[src/rtl/rom_pkg.sv]
// Shared definitions for the parity-protected ROM and its scan controller.
//   AW    : ROM address width
//   DW    : data width, parity bit excluded
//   DEPTH : number of ROM entries
//   SUMW  : width of the scan data sum; must hold DEPTH * (2**DW - 1)
//   state_t : scan controller FSM encoding
package rom_pkg;

  localparam int AW    = 3;
  localparam int DW    = 8;
  localparam int DEPTH = 1 << AW;
  localparam int SUMW  = 11;

  typedef enum logic [1:0] {
    IDLE = 2'd0,
    SCAN = 2'd1,
    DONE = 2'd2
  } state_t;

  // Even parity: the stored bit equals the XOR of the data bits.
  function automatic logic even_par_good(input logic [DW-1:0] num, input logic par);
    return (^num) == par;
  endfunction

endpackage

[src/rtl/parity_chk.sv]
// Even-parity checker for one ROM word.
//   num  in  DW  data bits
//   par  in  1   stored parity bit
//   good out 1   1 when the XOR of num matches par
module parity_chk #(
  parameter int DW = 8
) (
  input  logic [DW-1:0] num,
  input  logic          par,
  output logic          good
);

  assign good = ((^num) == par);

endmodule

[src/rtl/parity_scan_ctrl.sv]
// Scan sequencer and address-port arbiter for the parity-protected ROM.
// A start pulse walks every ROM entry, counting parity failures, latching the
// lowest failing address and summing the data. External single reads share
// the ROM address port and always win; they stall the scan for one cycle each.
//   clk, reset          clock, synchronous active-high reset
//   start               begins a scan when idle
//   req, req_addr       external single read
//   mem_addr            ROM address (combinational)
//   mem_num, mem_par    ROM data and stored parity, same cycle as mem_addr
//   ack, rdata, rpar_ok registered read response, one cycle after req
//   busy, done          scan in progress / one-cycle completion pulse
//   err_count, err_flag, first_err_addr, sum   results of the last scan
module parity_scan_ctrl
  import rom_pkg::*;
#(
  parameter int AW   = rom_pkg::AW,
  parameter int DW   = rom_pkg::DW,
  parameter int SUMW = rom_pkg::SUMW
) (
  input  logic            clk,
  input  logic            reset,
  input  logic            start,
  input  logic            req,
  input  logic [AW-1:0]   req_addr,
  output logic [AW-1:0]   mem_addr,
  input  logic [DW-1:0]   mem_num,
  input  logic            mem_par,
  output logic            ack,
  output logic [DW-1:0]   rdata,
  output logic            rpar_ok,
  output logic            busy,
  output logic            done,
  output logic [AW:0]     err_count,
  output logic            err_flag,
  output logic [AW-1:0]   first_err_addr,
  output logic [SUMW-1:0] sum
);

  localparam logic [AW-1:0] LAST_ADDR = '1;

  state_t        state;
  logic [AW-1:0] scan_ptr;
  logic          good;

  // Requests take the port unconditionally; the scan only sees the ROM on
  // cycles with no request.
  assign mem_addr = req ? req_addr : scan_ptr;

  // One checker serves both paths since they see the same muxed ROM word.
  parity_chk #(.DW(DW)) u_chk (
    .num  (mem_num),
    .par  (mem_par),
    .good (good)
  );

  always_ff @(posedge clk) begin
    if (reset) begin
      state          <= IDLE;
      scan_ptr       <= '0;
      ack            <= 1'b0;
      rdata          <= '0;
      rpar_ok        <= 1'b0;
      busy           <= 1'b0;
      done           <= 1'b0;
      err_count      <= '0;
      err_flag       <= 1'b0;
      first_err_addr <= '0;
      sum            <= '0;
    end else begin
      // Read port: served every cycle it is asked, regardless of FSM state.
      ack <= req;
      if (req) begin
        rdata   <= mem_num;
        rpar_ok <= good;
      end

      done <= 1'b0;

      case (state)
        IDLE: begin
          scan_ptr <= '0;
          if (start) begin
            state          <= SCAN;
            busy           <= 1'b1;
            err_count      <= '0;
            err_flag       <= 1'b0;
            first_err_addr <= '0;
            sum            <= '0;
          end
        end

        SCAN: begin
          if (!req) begin
            sum <= sum + SUMW'(mem_num);
            if (!good) begin
              err_count <= err_count + 1'b1;
              err_flag  <= 1'b1;
              // err_count still holds the pre-increment value here, so zero
              // marks the first failure of this scan.
              if (err_count == '0)
                first_err_addr <= scan_ptr;
            end
            scan_ptr <= scan_ptr + 1'b1;
            if (scan_ptr == LAST_ADDR) begin
              state <= DONE;
              busy  <= 1'b0;
              done  <= 1'b1;
            end
          end
        end

        DONE: begin
          state    <= IDLE;
          scan_ptr <= '0;
        end

        default: begin
          state    <= IDLE;
          scan_ptr <= '0;
          busy     <= 1'b0;
        end
      endcase
    end
  end

endmodule

[config.mk]
export PLATFORM = sky130hd
export DESIGN_NAME = parity_scan_ctrl
export DESIGN_NICKNAME = d
export VERILOG_FILES = /design/src/rtl/rom_pkg.sv /design/src/rtl/parity_chk.sv /design/src/rtl/parity_scan_ctrl.sv
export SDC_FILE = /design/constraint.sdc
export NUM_CORES = 1
export LEC_CHECK = 0
export BUFFER_PORTS_ARGS = -buffer_cell sky130_fd_sc_hd__buf_2
export CAP_MARGIN = 40
export CORE_MARGIN = 5
export CORE_UTILIZATION = 40
export DETAILED_ROUTE_END_ITERATION = 16
export GPL_TIMING_DRIVEN = 0
export PLACE_DENSITY_LB_ADDON = 0.08
export SYNTH_ARGS = -nofsm -noshare
export SYNTH_HDL_FRONTEND = slang
export SYNTH_SLANG_ARGS = --single-unit
export TNS_END_PERCENT = 1
[constraint.sdc]
create_clock -name clk -period 3.9 [get_ports clk]
set_clock_uncertainty 0.2 [all_clocks]
set_input_delay 0.39 -clock clk [delete_from_list [all_inputs] [get_ports clk]]
set_output_delay 0.39 -clock clk [all_outputs]
set_load 0.02 [all_outputs]
[Word-level counts from Yosys, hierarchy flattened]
Cells that the tools add are included.
Word-level totals
  bits in registers: 36
  output and inout bits: 34
  logic and storage cells: 62
Cells by class
  add/subtract/negate cells: 3
  eq/ne operators: 9
  mux-type cells: 26
  bitwise operators: 2
  reductions and logical operators: 11
Operator list (count)
  2-to-1 mux 11 bit: 2
  one-hot mux 11 bit (2 select lines): 1
  2-to-1 mux 3 bit: 5
  2-to-1 mux 4 bit: 3
  adder 11 x 8 -> 11 bit: 1
  != test 2 bit (second input constant): 5
  one-hot mux 4 bit (2 select lines): 1
  AND reduction 4 bit: 2
  parity 8 bit: 1
  2-to-1 mux 1 bit: 7
  2-to-1 mux 2 bit: 3
  one-hot mux 3 bit (2 select lines): 1
  AND reduction 3 bit: 2
  AND reduction 5 bit: 1
  adder 4 x 1 -> 4 bit (second input constant): 1
  logical NOT 4 bit: 1
  one-hot mux 2 bit (2 select lines): 1
  adder 3 x 1 -> 3 bit (second input constant): 1
  equality test 3 bit (second input constant): 1
  one-hot mux 1 bit (3 select lines): 1
  OR reduction 3 bit: 1
  equality test 2 x 1 -> 1 bit (second input constant): 1
  equality test 2 bit (second input constant): 1
  logical NOT 2 bit: 1
  5 further kinds: 6

[Depth between registers and ports, before layout]
  depth in word-level cells: 5
  mapped depth: 7

[Modules after synthesis]
From an unflattened synthesis, not the netlist that was laid out.
Second synthesis, totals
  cell total of the unflattened synthesis: 206
  area total of the unflattened synthesis: 1839.3 µm²
By module, submodules not included
  parity_scan_ctrl: times used 1, cells an instance 199, area each 1764.2 µm², sequential area each 720.7 µm²
  parity_chk: times used 1, cells an instance 7, area each 75.1 µm², sequential area each 0.0 µm²

[Least setup slack after synthesis]
No wires, ideal clock.
  path type: register -> register
  from: register sum[0]
  to: register sum[10]
  library setup time: 0.125 ns
  arrival time: 2.134 ns
  required time: 3.575 ns
  slack: 1.441 ns
  stages on the path, launching flop included: 8
  path buffers: 0
  period minus slack after synthesis: 2.459 ns
  cells stage by stage: dfxtp_1 > ha_1 > fa_1 > a21o_1 > a21o_1 > a2111oi_1 > or4_1 > a21oi_1
On the way
  cells in the longest elaborated chain, start to end: 3
Ends and longest elaborated chain
  start: declaration: line parity_scan_ctrl.sv:36  | output logic [SUMW-1:0] sum
  start signal: assignment: line parity_scan_ctrl.sv:94  | sum <= sum + SUMW'(mem_num);
  adder 11 x 8 -> 11 bit: line parity_scan_ctrl.sv:94
  2-to-1 mux 11 bit: line parity_scan_ctrl.sv:93  | if (!req) begin
  one-hot mux 11 bit (2 select lines): line parity_scan_ctrl.sv:79  | case (state)
No other way between the ends. The select of a mux whose other input is x is not followed.
A chain may end at the register's enable or synchronous reset.

[Final worst setup path]
  from: register sum[0]
  to: register sum[8]
Same word-level chain as after synthesis.

==> flow_summary.rst <==
.. list-table::
   :header-rows: 1

   * - Metric
     - Value
   * - Register-to-register setup slack
     - 1.30 ns
   * - Switching power summed over all nets
     - 0.0002466 W
   * - Outcome
     - complete, no violations
   * - Launching element type of the critical path
     - register
   * - Wire length per cell after detailed routing
     - 13.88 µm
   * - Achievable Freq
     - 0.3846 GHz
   * - Cell depth of the worst flop-to-flop path
     - 7
   * - Aggregate routed wire length
     - 4.649 mm
   * - Clock tree root driver cell
     - sky130_fd_sc_hd__clkbuf_8
   * - Final Max Tran Viols
     - 0
   * - Effective utilization at floorplan
     - 0.4138
   * - Sort of element at the end of the critical path
     - register
   * - Leading register cell type out of synthesis
     - sky130_fd_sc_hd__dfxtp_1
   * - Clock tree sinks
     - 36
   * - Net count of the mapped netlist
     - 240
   * - Sequential Power Share
     - 0.462
   * - Worst hold path endpoint
     - rdata[0]$_SDFFE_PP0P_
   * - PD cells
     - 355.0 nW/µm²
   * - Post-placement cell count
     - 327
   * - Startpoint of the most critical hold path
     - mem_num[0]
   * - Classification of the worst setup path
     - reg -> reg
   * - Row count
     - 25
   * - Iteration-0 DRC count of the detailed router
     - 82
   * - Number of warnings printed during yosys synthesis
     - 0
   * - Hold Crit Class
     - in -> reg
   * - Area of the mapped netlist
     - 1954 µm²
   * - Via count of the first global-routing pass
     - 1570
   * - First-pass GRT wire length
     - 7.638 mm
   * - Switching share of power
     - 0.2923
   * - Number of gates given a new drive strength after cts
     - 0
   * - Number of antenna violations at the first check in global routing
     - 0
   * - Proportion of register bits with asynchronous set or reset after synthesis
     - 0
   * - Final Util
     - 0.5030
   * - Die outline height
     - 79.90 µm
   * - Count of placed standard cells in the final layout, fillers left out
     - 335
   * - Initial DRT Pass Iterations
     - 4
   * - Worst hold path cell count
     - 3
   * - Clock power frac
     - 0.329
   * - Reg clk slew, reported paths
     - 0.07 ns
   * - Via density
     - 5.078
   * - Worst voltage drop across the vdd grid
     - 186.7 µV
   * - Critical R2R Capture
     - sum[8]$_SDFFE_PP0P_
   * - Logic pwr share
     - 0.209
   * - Cell occurring most often along the worst timing path
     - sky130_fd_sc_hd__a21o_1
   * - Total internal power
     - 0.0005969 W
   * - Global placement routability congestion
     - 0.7811
   * - Synth-to-Final Area Change
     - 21.57%
   * - Clock Tree Buf Depth
     - 2
   * - Slowest Stage Delay on Critical Path
     - 0.65 ns
   * - Clock latency on the worst-skew pair
     - 0.29 ns
   * - Critical-path maximum fanout
     - 4
   * - Floorplan die width
     - 79.90 µm
   * - H-tree levels
     - 2
   * - Remaining routing DRC violations
     - 0
   * - Grt total ovfl
     - 0
   * - TritonCTS clock tree
     - yes
   * - Setup_tns
     - 0 ns
   * - Relative slew margins
     - 0.4848
   * - Placeable core region
     - 4723 µm²
   * - Max Cap Violations
     - 0
   * - Startpoint of the worst-slack reg-to-reg timing path
     - sum[0]$_SDFFE_PP0P_
   * - Post-layout min period
     - 2.600 ns
   * - Required time at the endpoint of the critical path
     - 3.92 ns
   * - Setup-failing EPs final
     - 0
   * - Top-level port count
     - 50
   * - Netlist cell types
     - 50
   * - Maximum number of pins on one net before global-route repair
     - 12
   * - Antenna Violating Nets Remaining
     - 0
   * - Mean area per synthesized cell
     - 9.262 µm²
   * - Layout filler cell count
     - 449
   * - Number of nets in the layout
     - 296
   * - Sequence of cells on the critical path
     - ha_1 -> fa_1 -> a21o_1 -> a21o_1 -> a2111oi_1 -> o21ai_0 -> a21oi_1
   * - N_diodes
     - 0
   * - Number of enable-type register cells in the synthesized netlist
     - 0
   * - Synthesized flop and latch total
     - 36
   * - Vias post-DR
     - 1701
   * - RSZ-0062 raised after global routing
     - false
   * - Number of port buffers
     - 49
   * - Cells after synthesis
     - 211
   * - Global-route total usage across every layer
     - 0.1532
   * - Fraction of final layout cells sized beyond drive strength 1
     - 0.2500
   * - Total clock buffers created by CTS
     - 5
   * - Slew at the pin with the worst max-slew slack
     - 0.7728 ns
   * - Total Die Area
     - 6384 µm²
   * - Lkg Pwr
     - 1.147 nW
   * - Post-CTS Hold Fix Bufs
     - 0
   * - Period utilization
     - 0.6667
   * - Hold Fails Final Rpt
     - 0
   * - Proportion of synthesized chip area in sequential cells
     - 0.3688
   * - Detailed placement HPWL
     - 3.502 mm
   * - Worst Path Arrival
     - 2.62 ns
   * - Post-CTS setup-driven buffer insertion count
     - 0
   * - Highest-delay cell along the critical path
     - sky130_fd_sc_hd__a2111oi_1
==> power groups by stage <==
stage                     sequential (W)  combinational [W]  clock (W)
after floorplan                 0.000414           0.000111          0
after global placement          0.000398           0.000177          0
after detailed placement        0.000399           0.000177          0
after CTS                       0.000390           0.000178   0.000287
after global routing            0.000392           0.000195   0.000303
final                           0.000390           0.000176   0.000277
==> placed cells by master (no fill, tap or decap), types with 2 or more instances in the layout <==
| master | n |
|---|---|
| sky130_fd_sc_hd__buf_2 | 50 |
| sky130_fd_sc_hd__dfxtp_1 | 36 |
| sky130_fd_sc_hd__nor2_1 | 30 |
| sky130_fd_sc_hd__nand2_1 | 17 |
| sky130_fd_sc_hd__mux2i_1 | 14 |
| sky130_fd_sc_hd__ha_1 | 12 |
| sky130_fd_sc_hd__a21oi_1 | 9 |
| sky130_fd_sc_hd__nand3_1 | 7 |
| sky130_fd_sc_hd__a21o_1 | 7 |
| sky130_fd_sc_hd__inv_1 | 6 |
| sky130_fd_sc_hd__xnor2_1 | 6 |
| sky130_fd_sc_hd__clkbuf_8 | 6 |
| sky130_fd_sc_hd__mux2_2 | 4 |
| sky130_fd_sc_hd__clkbuf_1 | 4 |
| sky130_fd_sc_hd__nand2b_1 | 4 |
| sky130_fd_sc_hd__o21ai_0 | 3 |
| sky130_fd_sc_hd__or3_1 | 3 |
| sky130_fd_sc_hd__xor2_1 | 2 |
| sky130_fd_sc_hd__nor3b_1 | 2 |
| sky130_fd_sc_hd__nand3b_1 | 2 |
| sky130_fd_sc_hd__and3_1 | 2 |
| sky130_fd_sc_hd__a211oi_1 | 2 |
| sky130_fd_sc_hd__or4_1 | 2 |
| sky130_fd_sc_hd__o2111ai_1 | 2 |
| sky130_fd_sc_hd__or2_2 | 2 |
| sky130_fd_sc_hd__nor4b_1 | 2 |
| sky130_fd_sc_hd__a31oi_1 | 2 |
| sky130_fd_sc_hd__o311ai_0 | 2 |
| sky130_fd_sc_hd__a2111o_1 | 2 |
| sky130_fd_sc_hd__a2bb2oi_1 | 2 |
| sky130_fd_sc_hd__a22oi_1 | 2 |
| sky130_fd_sc_hd__clkinv_2 | 2 |
==> cell usage after synthesis, types with 3 or more instances <==
master                     count  share of area
sky130_fd_sc_hd__nand2_1      17          0.033
sky130_fd_sc_hd__nand2b_1      4          0.013
sky130_fd_sc_hd__dfxtp_1      36           0.37
sky130_fd_sc_hd__ha_1         12          0.077
sky130_fd_sc_hd__or3_1         3         0.0096
sky130_fd_sc_hd__nor2_1       30          0.058
sky130_fd_sc_hd__clkbuf_1      4         0.0077
sky130_fd_sc_hd__o21ai_0       3         0.0077
sky130_fd_sc_hd__a21oi_1       9          0.023
sky130_fd_sc_hd__mux2_2        4          0.023
sky130_fd_sc_hd__mux2i_1      14          0.072
sky130_fd_sc_hd__inv_1         6          0.012
sky130_fd_sc_hd__nand3_1       7          0.018
sky130_fd_sc_hd__xnor2_1       6          0.027
sky130_fd_sc_hd__a21o_1        7          0.027
==> layout make-up <==
cell class                 instances  area [µm²]  share of cell area
timing repair buffer              49       245.2              0.1032
sequential                        36       720.7              0.3033
tap                               67       83.83             0.03528
buffer                             7       31.28             0.01316
clock inverter                     2       10.01            0.004213
multi-input combinational        162        1180              0.4966
clock buffer                       6       82.58             0.03476
inverter                           6       22.52            0.009479
==> per-layer routing <==
metal | share of wire | GRT usage | vias up
met5 | 0 | 0 | -
met4 | 0.011 | 0.04054 | 0
met3 | 0.051 | 0.03725 | 6
met2 | 0.44 | 0.2409 | 41
met1 | 0.49 | 0.2085 | 782
li1 | - | - | 872
==> worst max-delay path by stage <==
stage                                    from              endpoint  slack, ns  cells past startpoint
after floorplan           sum[0]$_SDFFE_PP0P_  sum[10]$_SDFFE_PP0P_       1.44                      7
after global placement             mem_num[0]   sum[8]$_SDFFE_PP0P_       1.09                      8
after detailed placement           mem_num[0]  sum[10]$_SDFFE_PP0P_       1.10                      8
after CTS                 sum[0]$_SDFFE_PP0P_   sum[8]$_SDFFE_PP0P_       1.29                      7
after global routing      sum[0]$_SDFFE_PP0P_  sum[10]$_SDFFE_PP0P_       1.11                      7
final                     sum[0]$_SDFFE_PP0P_   sum[8]$_SDFFE_PP0P_       1.30                      7
==> worst max-delay path: cells and delay by family, from the launching register on <==
family / cells / cell delay (ns)
AO/OA/AOI/OAI: 5 / 1.40
adder cells (fa/ha/maj): 2 / 0.61
flip-flops: 1 / 0.33
==> state kept, by name, indices dropped and copies added (netlist names) <==
register / count
sum: 11
rdata: 8
err_count: 4
first_err_addr: 3
scan_ptr: 3
state: 2
ack: 1
busy: 1
done: 1
err_flag: 1
rpar_ok: 1
==> stage by stage <==
step | hold slack (ns) | power [W] | instance area, µm² | setup slack, ns
floorplan | 0.2617 | 0.0005241 | 1954 | 1.441
global placement | 0.2496 | 0.0005750 | 2283 | 1.094
detailed placement | 0.2558 | 0.0005754 | 2283 | 1.104
CTS | 0.1839 | 0.0008554 | 2376 | 1.291
global route | 0.1958 | 0.0008892 | 2376 | 1.112
finish | 0.1891 | 0.0008435 | 2376 | 1.300
==> cell families after synthesis <==
| family | Yosys count | synth area share |
|---|---|---|
| AOI/OAI and AO/OA | 40 | 0.1466 |
| xor gates and xnor gates | 10 | 0.05954 |
| adders and majority gates | 13 | 0.08707 |
| buffers and inverters | 13 | 0.02752 |
| DFF | 36 | 0.3688 |
| muxes | 20 | 0.1120 |
| and+or+nand+nor | 79 | 0.1985 |
Note: power is estimated with default switching activity, not from simulation.
